--- config.mk ---
export PLATFORM = sky130hd
export DESIGN_NAME = data_ram_arbiter
export DESIGN_NICKNAME = d
export VERILOG_FILES = /design/src/rtl/data_ram_arbiter.sv
export SDC_FILE = /design/constraint.sdc
export NUM_CORES = 1
export LEC_CHECK = 0
export CORE_AREA = 2 2 124 126
export CTS_CLUSTER_SIZE = 20
export DETAILED_ROUTE_END_ITERATION = 12
export DIE_AREA = 0 0 126 128
export PLACE_DENSITY_LB_ADDON = 0.15
export SYNTH_ARGS = -nofsm -noshare
export SYNTH_HDL_FRONTEND = slang
export SYNTH_SLANG_ARGS = --single-unit
export TNS_END_PERCENT = 20
--- constraint.sdc ---
create_clock -name clk -period 4.2 [get_ports clk]
set_clock_uncertainty 0.05 [all_clocks]
set_input_delay 0.63 -clock clk [delete_from_list [all_inputs] [get_ports clk]]
set_output_delay 0.63 -clock clk [all_outputs]
set_load 0.01 [all_outputs]
--- src/rtl/data_ram_arbiter.sv ---
// Two-master round-robin arbiter for the Ibex data bus with in-order response routing.
// Optional performance counters enabled by defining DATA_RAM_ARBITER_PERF_CNT_EN.
module data_ram_arbiter #(
  parameter int unsigned AW        = 32,
  parameter int unsigned DW        = 32,
  parameter int unsigned MAX_OUTST = 2
) (
  input  logic              clk,
  input  logic              rst_n,
  input  logic              m0_req,
  input  logic              m1_req,
  output logic              m0_gnt,
  output logic              m1_gnt,
  output logic              m0_rvalid,
  output logic              m1_rvalid,
  output logic              m0_err,
  output logic              m1_err,
  input  logic [AW-1:0]     m0_addr,
  input  logic [AW-1:0]     m1_addr,
  input  logic              m0_we,
  input  logic              m1_we,
  input  logic [DW/8-1:0]   m0_be,
  input  logic [DW/8-1:0]   m1_be,
  input  logic [DW-1:0]     m0_wdata,
  input  logic [DW-1:0]     m1_wdata,
  output logic [DW-1:0]     m0_rdata,
  output logic [DW-1:0]     m1_rdata,
  output logic              s_req,
  input  logic              s_gnt,
  input  logic              s_rvalid,
  input  logic              s_err,
  output logic [AW-1:0]     s_addr,
  output logic              s_we,
  output logic [DW/8-1:0]   s_be,
  output logic [DW-1:0]     s_wdata,
  input  logic [DW-1:0]     s_rdata
`ifdef DATA_RAM_ARBITER_PERF_CNT_EN
  ,
  output logic [31:0]       perf_m0_cnt,
  output logic [31:0]       perf_m1_cnt,
  output logic [31:0]       perf_conflict_cnt
`endif
);

  localparam int unsigned PW = (MAX_OUTST > 1) ? $clog2(MAX_OUTST) : 1;
  localparam int unsigned CW = $clog2(MAX_OUTST + 1);

  logic                 last_grant_q, last_grant_d;
  logic [MAX_OUTST-1:0] id_mem_q, id_mem_d;
  logic [PW-1:0]        rd_ptr_q, rd_ptr_d;
  logic [PW-1:0]        wr_ptr_q, wr_ptr_d;
  logic [CW-1:0]        cnt_q, cnt_d;

  logic sel, full, empty, push, pop, head;

  function automatic logic [PW-1:0] ptr_inc(input logic [PW-1:0] p);
    return (p == PW'(MAX_OUTST - 1)) ? '0 : p + PW'(1);
  endfunction

  assign full  = (cnt_q == CW'(MAX_OUTST));
  assign empty = (cnt_q == '0);
  assign head  = id_mem_q[rd_ptr_q];

  always_comb begin
    sel = last_grant_q;
    if (m0_req && m1_req) sel = ~last_grant_q;
    else if (m0_req)      sel = 1'b0;
    else if (m1_req)      sel = 1'b1;

    // full only depends on registered count, so s_rvalid never reaches s_req
    s_req   = (sel ? m1_req : m0_req) & ~full & rst_n;
    s_addr  = sel ? m1_addr  : m0_addr;
    s_we    = sel ? m1_we    : m0_we;
    s_be    = sel ? m1_be    : m0_be;
    s_wdata = sel ? m1_wdata : m0_wdata;

    push   = s_req & s_gnt;
    m0_gnt = push & ~sel;
    m1_gnt = push & sel;

    pop       = s_rvalid & ~empty & rst_n;
    m0_rvalid = pop & ~head;
    m1_rvalid = pop & head;
    m0_err    = pop & ~head & s_err;
    m1_err    = pop & head & s_err;
    m0_rdata  = s_rdata;
    m1_rdata  = s_rdata;
  end

  always_comb begin
    last_grant_d = last_grant_q;
    id_mem_d     = id_mem_q;
    rd_ptr_d     = rd_ptr_q;
    wr_ptr_d     = wr_ptr_q;
    cnt_d        = cnt_q;
    if (push) begin
      id_mem_d[wr_ptr_q] = sel;
      wr_ptr_d           = ptr_inc(wr_ptr_q);
      last_grant_d       = sel;
    end
    if (pop) rd_ptr_d = ptr_inc(rd_ptr_q);
    case ({push, pop})
      2'b10:   cnt_d = cnt_q + CW'(1);
      2'b01:   cnt_d = cnt_q - CW'(1);
      default: cnt_d = cnt_q;
    endcase
  end

  always_ff @(posedge clk) begin
    if (!rst_n) begin
      last_grant_q <= 1'b1;
      id_mem_q     <= '0;
      rd_ptr_q     <= '0;
      wr_ptr_q     <= '0;
      cnt_q        <= '0;
    end else begin
      last_grant_q <= last_grant_d;
      id_mem_q     <= id_mem_d;
      rd_ptr_q     <= rd_ptr_d;
      wr_ptr_q     <= wr_ptr_d;
      cnt_q        <= cnt_d;
    end
  end

`ifdef DATA_RAM_ARBITER_PERF_CNT_EN
  logic [31:0] perf_m0_q, perf_m0_d;
  logic [31:0] perf_m1_q, perf_m1_d;
  logic [31:0] perf_cf_q, perf_cf_d;

  function automatic logic [31:0] sat_inc(input logic [31:0] v);
    return (v == '1) ? v : v + 32'd1;
  endfunction

  always_comb begin
    perf_m0_d = perf_m0_q;
    perf_m1_d = perf_m1_q;
    perf_cf_d = perf_cf_q;
    if (m0_gnt) perf_m0_d = sat_inc(perf_m0_q);
    if (m1_gnt) perf_m1_d = sat_inc(perf_m1_q);
    if (m0_req && m1_req && s_req) perf_cf_d = sat_inc(perf_cf_q);
  end

  always_ff @(posedge clk) begin
    if (!rst_n) begin
      perf_m0_q <= '0;
      perf_m1_q <= '0;
      perf_cf_q <= '0;
    end else begin
      perf_m0_q <= perf_m0_d;
      perf_m1_q <= perf_m1_d;
      perf_cf_q <= perf_cf_d;
    end
  end

  assign perf_m0_cnt       = perf_m0_q;
  assign perf_m1_cnt       = perf_m1_q;
  assign perf_conflict_cnt = perf_cf_q;
`endif

endmodule

# Yosys cells after proc, flatten, opt, wreduce, memory -nomap -nowiden
# Cells that the tools add are included.
[word_totals]
ff_bits = 7
input_bits = 177
[op_classes]
n_mux = 16
bitwise = 16
n_reduce_logical = 4
eq_ne = 3
order_cmp = 3
addsub = 4
[ops]
columns = ["operator", "count"]
rows = [
  ["32-bit two-way mux", 2],
  ["1-bit bitwise AND", 11],
  ["1-bit two-way mux", 10],
  ["1-bit inverter", 5],
  ["2-bit equality test (second input constant)", 2],
  ["1-bit by 2-bit less-than comparator with 1-bit output (second input constant)", 2],
  ["4-bit two-way mux", 1],
  ["2-bit case mux with 2 select lines", 1],
  ["1-bit adder (second input constant)", 2],
  ["2-bit by 1-bit adder with 2-bit output (second input constant)", 1],
  ["2-bit bitwise mux", 1],
  ["2-bit by 1-bit equality test with 1-bit output (second input constant)", 1],
  ["1-bit logical AND", 2],
  ["2-bit zero test", 1],
  ["2-bit nonzero test", 1],
  ["2-bit by 1-bit subtractor with 2-bit output (second input constant)", 1],
  ["1-bit demux with 1-bit select", 1],
  ["1-bit >= comparator (second input constant)", 1],
]

# Logic depth before layout (Yosys ltp)
# Gate-level depths: netlist of the first run.
[depth]
word_depth = 9
depth_mapped = 7
ltp_nobuf = 6

# Worst setup path after synthesis of the first run
# OpenSTA, ideal clock, no wires.
[synth_path]
kind = "in2out"
from = "input port m1_req"
to = "output port s_addr[0]"
path_buffers = 2
path_stages = 5
arrival_ns = 1.534
path_slack_ns = 1.986
cell_sequence = "inv_1 > mux2_4 > buf_12 > buf_12 > mux2_4"
[synth_between]
elab_chain_cells = 4
[synth_lines]
columns = ["element", "line_no", "source"]
rows = [
  ["start, declared", "11", "input logic m1_req,"],
  ["1-bit two-way mux", "68", "else if (m1_req) sel = 1'b1;"],
  ["1-bit two-way mux", "67", "else if (m0_req) sel = 1'b0;"],
  ["1-bit two-way mux *", "66", "if (m0_req && m1_req) sel = ~last_grant_q;"],
  ["32-bit two-way mux *", "72", "s_addr = sel ? m1_addr : m0_addr;"],
  ["end, declared", "32", "output logic [AW-1:0] s_addr,"],
]
# Mark *: on every way between the ends. The rest lies on a longest branch, timed or not.

# Final worst setup path of the first run
[layout_path]
from = "input port m1_req"
to = "output port s_wdata[29]"
[layout_between]
elab_chain_cells = 4
[layout_lines]
columns = ["element", "line_no", "source"]
rows = [
  ["1-bit two-way mux", "68", ""],
  ["1-bit two-way mux", "67", ""],
  ["1-bit two-way mux *", "66", ""],
  ["32-bit two-way mux *", "75", "s_wdata = sel ? m1_wdata : m0_wdata;"],
  ["end, declared", "35", "output logic [DW-1:0] s_wdata,"],
]
# Marked as above.

==> results.yml, run 1 <==
cells_and_area:
  antenna_cells: 0
  areaGrowthSynthToFinish_pct: 92.39
  final_cells: 529
  design_area_mm2: 0.004015
  drive_gt1_share_pct: 23.46
  layout.nets: 520
  nFillCells: 1568
floorplanning:
  dieHeight_um: 128
  io-pin-count: 317
  core_region_area_mm2: 0.01486
  initial_core_util_pct: 14.04
  dieArea_mm2: 0.01613
  row_count: 45
  die_width_um: 126
min_path:
  hp-class: "reg2reg"
  holdPathStages: 1
worst_setup_path:
  cp-start-kind: "input port"
  crit_fanout: 23
  max_stage_delay_ns: 0.53
  arrival_ns: 2.77
  path_class: "in2out"
  crit_chain: "clkdlybuf4s50_1, inv_1, mux2_4, buf_12, mux2_4, clkdlybuf4s50_1"
  reg2regPathDepth: 5
  cp_slowest_cell: "clkdlybuf4s50_1"
  cp_data_required_time_ns: 3.52
  crit_path_end_kind: "output port"
logic_synthesis:
  yosys.area_share.simple_pct: 3.417
  syn_nets: 364
  ys.warnings.count: 0
  synth_fa_ha_area_share_pct: 0.5995
  yosys.area_share.xor_xnor_pct: 1.259
  synth_top_flop_cell: "dfxtp_1"
  synth_top_family_by_area: "multiplexers"
  synth_top_cell_by_area: "mux2_4"
  synth_seq_area_share_pct: 6.715
  syn_area_mm2: 0.002087
  syn_inst: 186
  avgSynthCellArea_um2: 11.22
  synthMuxAreaShare_pct: 52.64
  ys_ff_latch: 7
  synth_edf_count: 0
  yosysTopAreaCellShare_pct: 49.64
  post-synth-top-count-cell: "mux2_4"
  synth_cell_type_count: 24
  synth_compound_area_share_pct: 3.957
  netlist_top_cells_count: "69 x mux2_4, 64 x buf_4, 8 x buf_12"
  async_flop_share_pct: 0
  synthTopCellsByArea: "mux2_4 50%, buf_4 23%, buf_12 7.7%, dfxtp_1 6.7%, mux2i_1 1.9%"
route:
  wire_per_inst_um: 15.73
  vias_per_cell: 3.516
  dr.pass1.iters: 4
  drt-initial-drc-count: 33
  antenna_left: 0
  vias: 1860
  drt-total-wl_um: 8321
  post-route-drc-count: 0
clock_tree:
  cts-htree-levels: 1
  clkSinkCount: 7
  cts-root-buf: "clkbuf_16"
  clk_latency_ns: 0.23
  numCtsBuffers: 3
  clk_pin_slew_ns: 0.04
  cts_tree: "built"
  post_cts_buffers: 0
  ctsHoldBuffers: 0
  clockBufferDepth: 2
  post_cts_resized: 0
place:
  place.port_buffers: 220
  gp_congestion: 0.7107
  dp.cells: 525
  dpl.hpwl_um: 7118
  dpl_cell_area_mm2: 0.003935
power_and_ir_drop:
  ir_drop_mv: 0.1785
  leakage_nw: 1.684
  p_total_mw: 0.7616
  p_per_area_mw_per_mm2: 189.7
global_routing:
  overflow: 0
  grt_pass1_vias: 1838
  antenna_found_initial: 0
  grt_pass1_wl_um: 11830
  gr-usage-all-layers_pct: 9.351
  grt_max_degree: 24
timing:
  relSlewSlack_pct: 69.39
  setup_viol: 0
  hold_viol_final: 0
  worst_slew_pin_slew_ns: 0.4591
  fin_crit_ns: 3.453
  fin_crit_sh_pct: 82.22
  final.setup.tns_ns: 0
  slew_viol_final: 0
  fmax_mhz: 289.6
  grt_setup_unrepaired: "false"
run_status:
  status: "completed"
run:
  max_cap_viol_count: 0
-- power by group --
group | leakage (nW) | total, mW | internal, mW | switching [mW]
Clock | 0.0409 | 0.163 | 0.125 | 0.0376
Combinational | 1.59 | 0.518 | 0.360 | 0.157
Sequential | 0.0574 | 0.0811 | 0.0735 | 0.00761
Total | 1.68 | 0.762 | 0.559 | 0.203
-- worst max-delay path: cells and delay by family --
| family | cells | cell delay (ns) |
|---|---|---|
| buffers and inverters | 4 | 1.36 |
| muxes | 2 | 0.76 |
-- metrics by stage --
stage               util (%)  worst slack (ns)  hold slack, ns
global placement       26.47            0.7673          0.4351
finish                 27.01            0.7466          0.4517
detailed placement     26.47            0.7317          0.4475
CTS                    27.01            0.7230          0.4562
floorplan                  -             1.986          0.4114
global route           27.01            0.6526          0.4627
-- cells in the final DEF, fill, tap and decap left out --
master             n
a21boi_0           1
inv_1              3
dfxtp_1            7
o21ai_0            2
o211a_1            1
xnor2_1            3
o211ai_1           1
buf_12             2
o311a_1            2
o21a_1             1
and2_1             2
mux2i_1            4
buf_4              2
nand2_1            2
mux2_4            69
clkdlybuf4s50_1  220
clkbuf_16          3
nand3_2            1
nor2b_1            1
nor2_1             6
ha_1               1
clkinv_2           1
mux2_2             2
or3_1              1
a41o_1             2
nand2b_1           1
-- cell families after synthesis --
logic type / Yosys count
buffers and inverters: 76
muxes: 75
and+or+nand+nor: 14
AOI/OAI and AO/OA: 10
DFF: 7
xor gates and xnor gates: 3
adders and majority gates: 1
-- sequential cells by signal, summed over array words and instances (netlist names) --
| name | cells |
|---|---|
| wr_ptr_q | 1 |
| last_grant_q | 1 |
| id_mem_q | 2 |
| rd_ptr_q | 1 |
| cnt_q | 2 |
-- final timing paths --
| path | end | from | slack (ns) |
|---|---|---|---|
| max reg2reg | cnt_q[1]$_SDFFE_PN0P_ | cnt_q[0]$_SDFFE_PN0P_ | 2.28 |
| min reg2reg | wr_ptr_q$_SDFFE_PN0N_ | wr_ptr_q$_SDFFE_PN0N_ | 0.45 |
| max | s_wdata[29] | m1_req | 0.75 |
| min | wr_ptr_q$_SDFFE_PN0N_ | wr_ptr_q$_SDFFE_PN0N_ | 0.45 |
-- cell type report --
type | instances | area, um2 | area share, %
Clock buffer | 3 | 75.07 | 1.870
Clock inverter | 1 | 5.005 | 0.1246
Inverter | 3 | 11.26 | 0.2805
Multi-Input combinational cell | 103 | 1291 | 32.16
Sequential cell | 7 | 140.1 | 3.490
Tap cell | 188 | 235.2 | 5.859
Timing Repair Buffer | 224 | 2257 | 56.22
-- per-layer routing --
metal  track usage [%]  routed length, um
met5                 0                  0
met4             1.293                 28
met3             3.255                740
met2             17.20               4308
met1             10.67               3243
No activity file was read; power rests on OpenSTA's default activity.
==> run 2: changes to the inputs <==
--- a/config.mk
+++ b/config.mk
@@ -5,10 +5,10 @@
 export SDC_FILE = /design/constraint.sdc
 export NUM_CORES = 1
 export LEC_CHECK = 0
-export CORE_AREA = 2 2 124 126
+export CORE_AREA = 2 2 123 125
 export CTS_CLUSTER_SIZE = 20
 export DETAILED_ROUTE_END_ITERATION = 12
-export DIE_AREA = 0 0 126 128
+export DIE_AREA = 0 0 125 127
 export PLACE_DENSITY_LB_ADDON = 0.15
 export SYNTH_ARGS = -nofsm -noshare
 export SYNTH_HDL_FRONTEND = slang
==> constraint.sdc (replaced) <==
create_clock -name clk -period 2.9 [get_ports clk]
set_clock_uncertainty 0.05 [all_clocks]
set_input_delay 0.435 -clock clk [delete_from_list [all_inputs] [get_ports clk]]
set_output_delay 0.435 -clock clk [all_outputs]
set_load 0.01 [all_outputs]
==> run 2 against run 1 <==
  * Sequential power is 45% higher
  * Hold slack better by 0.0067 ns
  * Flip-flop and latch count stayed put
  * Highest routed layer unchanged
  * Final area is 0.72% higher
  * Utilization is 1.0 points higher
  * Setup slack worse by 0.69 ns
==> results.yml, run 2 (same netlist as run 1, synthesis figures left out) <==
run_status:
  status: "completed"
timing:
  fmax_mhz: 351.5
  setup_ws_ns: 0.05532
  hold_viol_final: 0
  grt_setup_unrepaired: "false"
  setup_viol: 0
  fin_crit_sh_pct: 98.09
  relSlewSlack_pct: 81.84
  slew_viol_final: 0
  final.setup.tns_ns: 0
  worst_slew_pin_slew_ns: 0.2649
  fin_crit_ns: 2.845
worst_setup_path:
  cp_data_required_time_ns: 2.41
  rrSetupSlack_ns: 0.97
  arrival_ns: 2.36
  path_class: "in2out"
  cp_num_buf_inv: 4
  reg2regPathDepth: 6
  crit_family: "buffers and inverters"
  crit_path_end_kind: "output port"
  reg2reg_from: "cnt_q[0]$_SDFFE_PN0P_"
  crit_chain: "clkdlybuf4s50_1, inv_1, mux2_4, buf_12, mux2_4, clkdlybuf4s50_1"
  cp.depth: 6
  max_stage_delay_ns: 0.51
  cp-start-kind: "input port"
  rr_endpoint: "cnt_q[1]$_SDFFE_PN0P_"
  cp_slowest_cell: "clkdlybuf4s50_1"
  crit_fanout: 29
cells_and_area:
  mostFrequentLayoutCells: "220 x clkdlybuf4s50_1, 69 x mux2_4, 7 x dfxtp_1"
  layout.nets: 523
  final_util_pct: 28.04
  layout_commonest_cell: "clkdlybuf4s50_1"
  drive_gt1_share_pct: 23.84
  antenna_cells: 0
  areaGrowthSynthToFinish_pct: 93.77
  design_area_mm2: 0.004044
  final_cells: 528
  largestRegisters: "cnt_q: 2 flops, id_mem_q: 2 flops"
global_routing:
  grt_pass1_wl_um: 11830
  gr-usage-all-layers_pct: 9.544
  grt_max_degree: 30
  overflow: 0
  grt_pass1_vias: 1837
  antenna_found_initial: 0
clock_tree:
  numCtsBuffers: 3
  post_cts_buffers: 0
  cts_tree: "built"
  clockBufferDepth: 2
  clk_pin_slew_ns: 0.04
  clk_latency_ns: 0.23
  post_cts_resized: 0
  ctsHoldBuffers: 0
  cts-htree-levels: 1
  cts-root-buf: "clkbuf_16"
  clkSinkCount: 7
place:
  dp.cells: 524
  place.port_buffers: 220
  place_ws_ns: 0.04001
  gp_congestion: 0.7211
  dpl.hpwl_um: 7123
  dpl_cell_area_mm2: 0.003965
route:
  vias: 1900
  vias_per_cell: 3.598
  post-route-drc-count: 0
  dr.pass1.iters: 4
  antenna_left: 0
  drt-initial-drc-count: 47
  wire_per_inst_um: 15.98
  drt-total-wl_um: 8437
min_path:
  hp-class: "reg2reg"
  hold_start: "wr_ptr_q$_SDFFE_PN0N_"
  holdPathStages: 1
  worstHoldEndpoint: "wr_ptr_q$_SDFFE_PN0N_"
floorplanning:
  initial_core_util_pct: 14.47
  die_width_um: 125
  row_count: 44
  io-pin-count: 317
  core_region_area_mm2: 0.01442
  dieArea_mm2: 0.01588
  dieHeight_um: 127
power_and_ir_drop:
  p_per_area_mw_per_mm2: 275.5
  ir_drop_mv: 0.2483
  leakage_nw: 1.700
run:
  max_cap_viol_count: 0
## run 2: changes by cell type in the layout (fill, tap and decap cells not counted), sizes merged
cell,change
buf,+3
clkbuf,+1
clkinv,-1
## run 2: metrics by stage
stage	hold slack, ns	power [mW]
finish	0.4584	1.114
global route	0.5037	1.168
CTS	0.4579	1.128
detailed placement	0.4466	0.8873
global placement	0.4358	0.8841
floorplan	0.4114	0.5670
## run 2: worst register-to-register path, delay by kind of cell, from the launching register on
kind / cells / cell delay, ns
simple gates: 3 / 0.74
flops: 1 / 0.41
fa+ha+maj: 1 / 0.31
buf+inv: 1 / 0.19
compound gates: 1 / 0.17
## run 2: final cells by class
cell class	count	area (um2)
timing repair buffer	227	2292
sequential	7	140.1
tap	184	230.2
clock buffer	4	78.83
fill	1508	10380
multi-input combinational	103	1291
inverter	3	11.26
## run 2: routing by layer
metal | up-vias | track usage, % | part of all wire [%]
met1 | 871 | 11.28 | 38
met2 | 127 | 17.23 | 51
met4 | 0 | 0.9150 | 0.30
met3 | 4 | 3.434 | 10
li1 | 898 | - | -
met5 | - | 0 | 0
## run 2: where the power goes
part	switching (mW)	internal, mW
registers	0.0113	0.106
clock network	0.0540	0.183
logic	0.232	0.528
total	0.297	0.817
## run 2: worst max path at each step
stage,startpoint,endpoint,slack (ns)
after floorplan,m1_req,s_addr[0],1.08
after global placement,m1_req,s_addr[31],0.05
after detailed placement,m1_req,s_wdata[19],0.04
after CTS,m1_req,s_wdata[19],0.04
after global routing,m1_req,s_wdata[26],0.008
final,m1_req,s_wdata[19],0.06
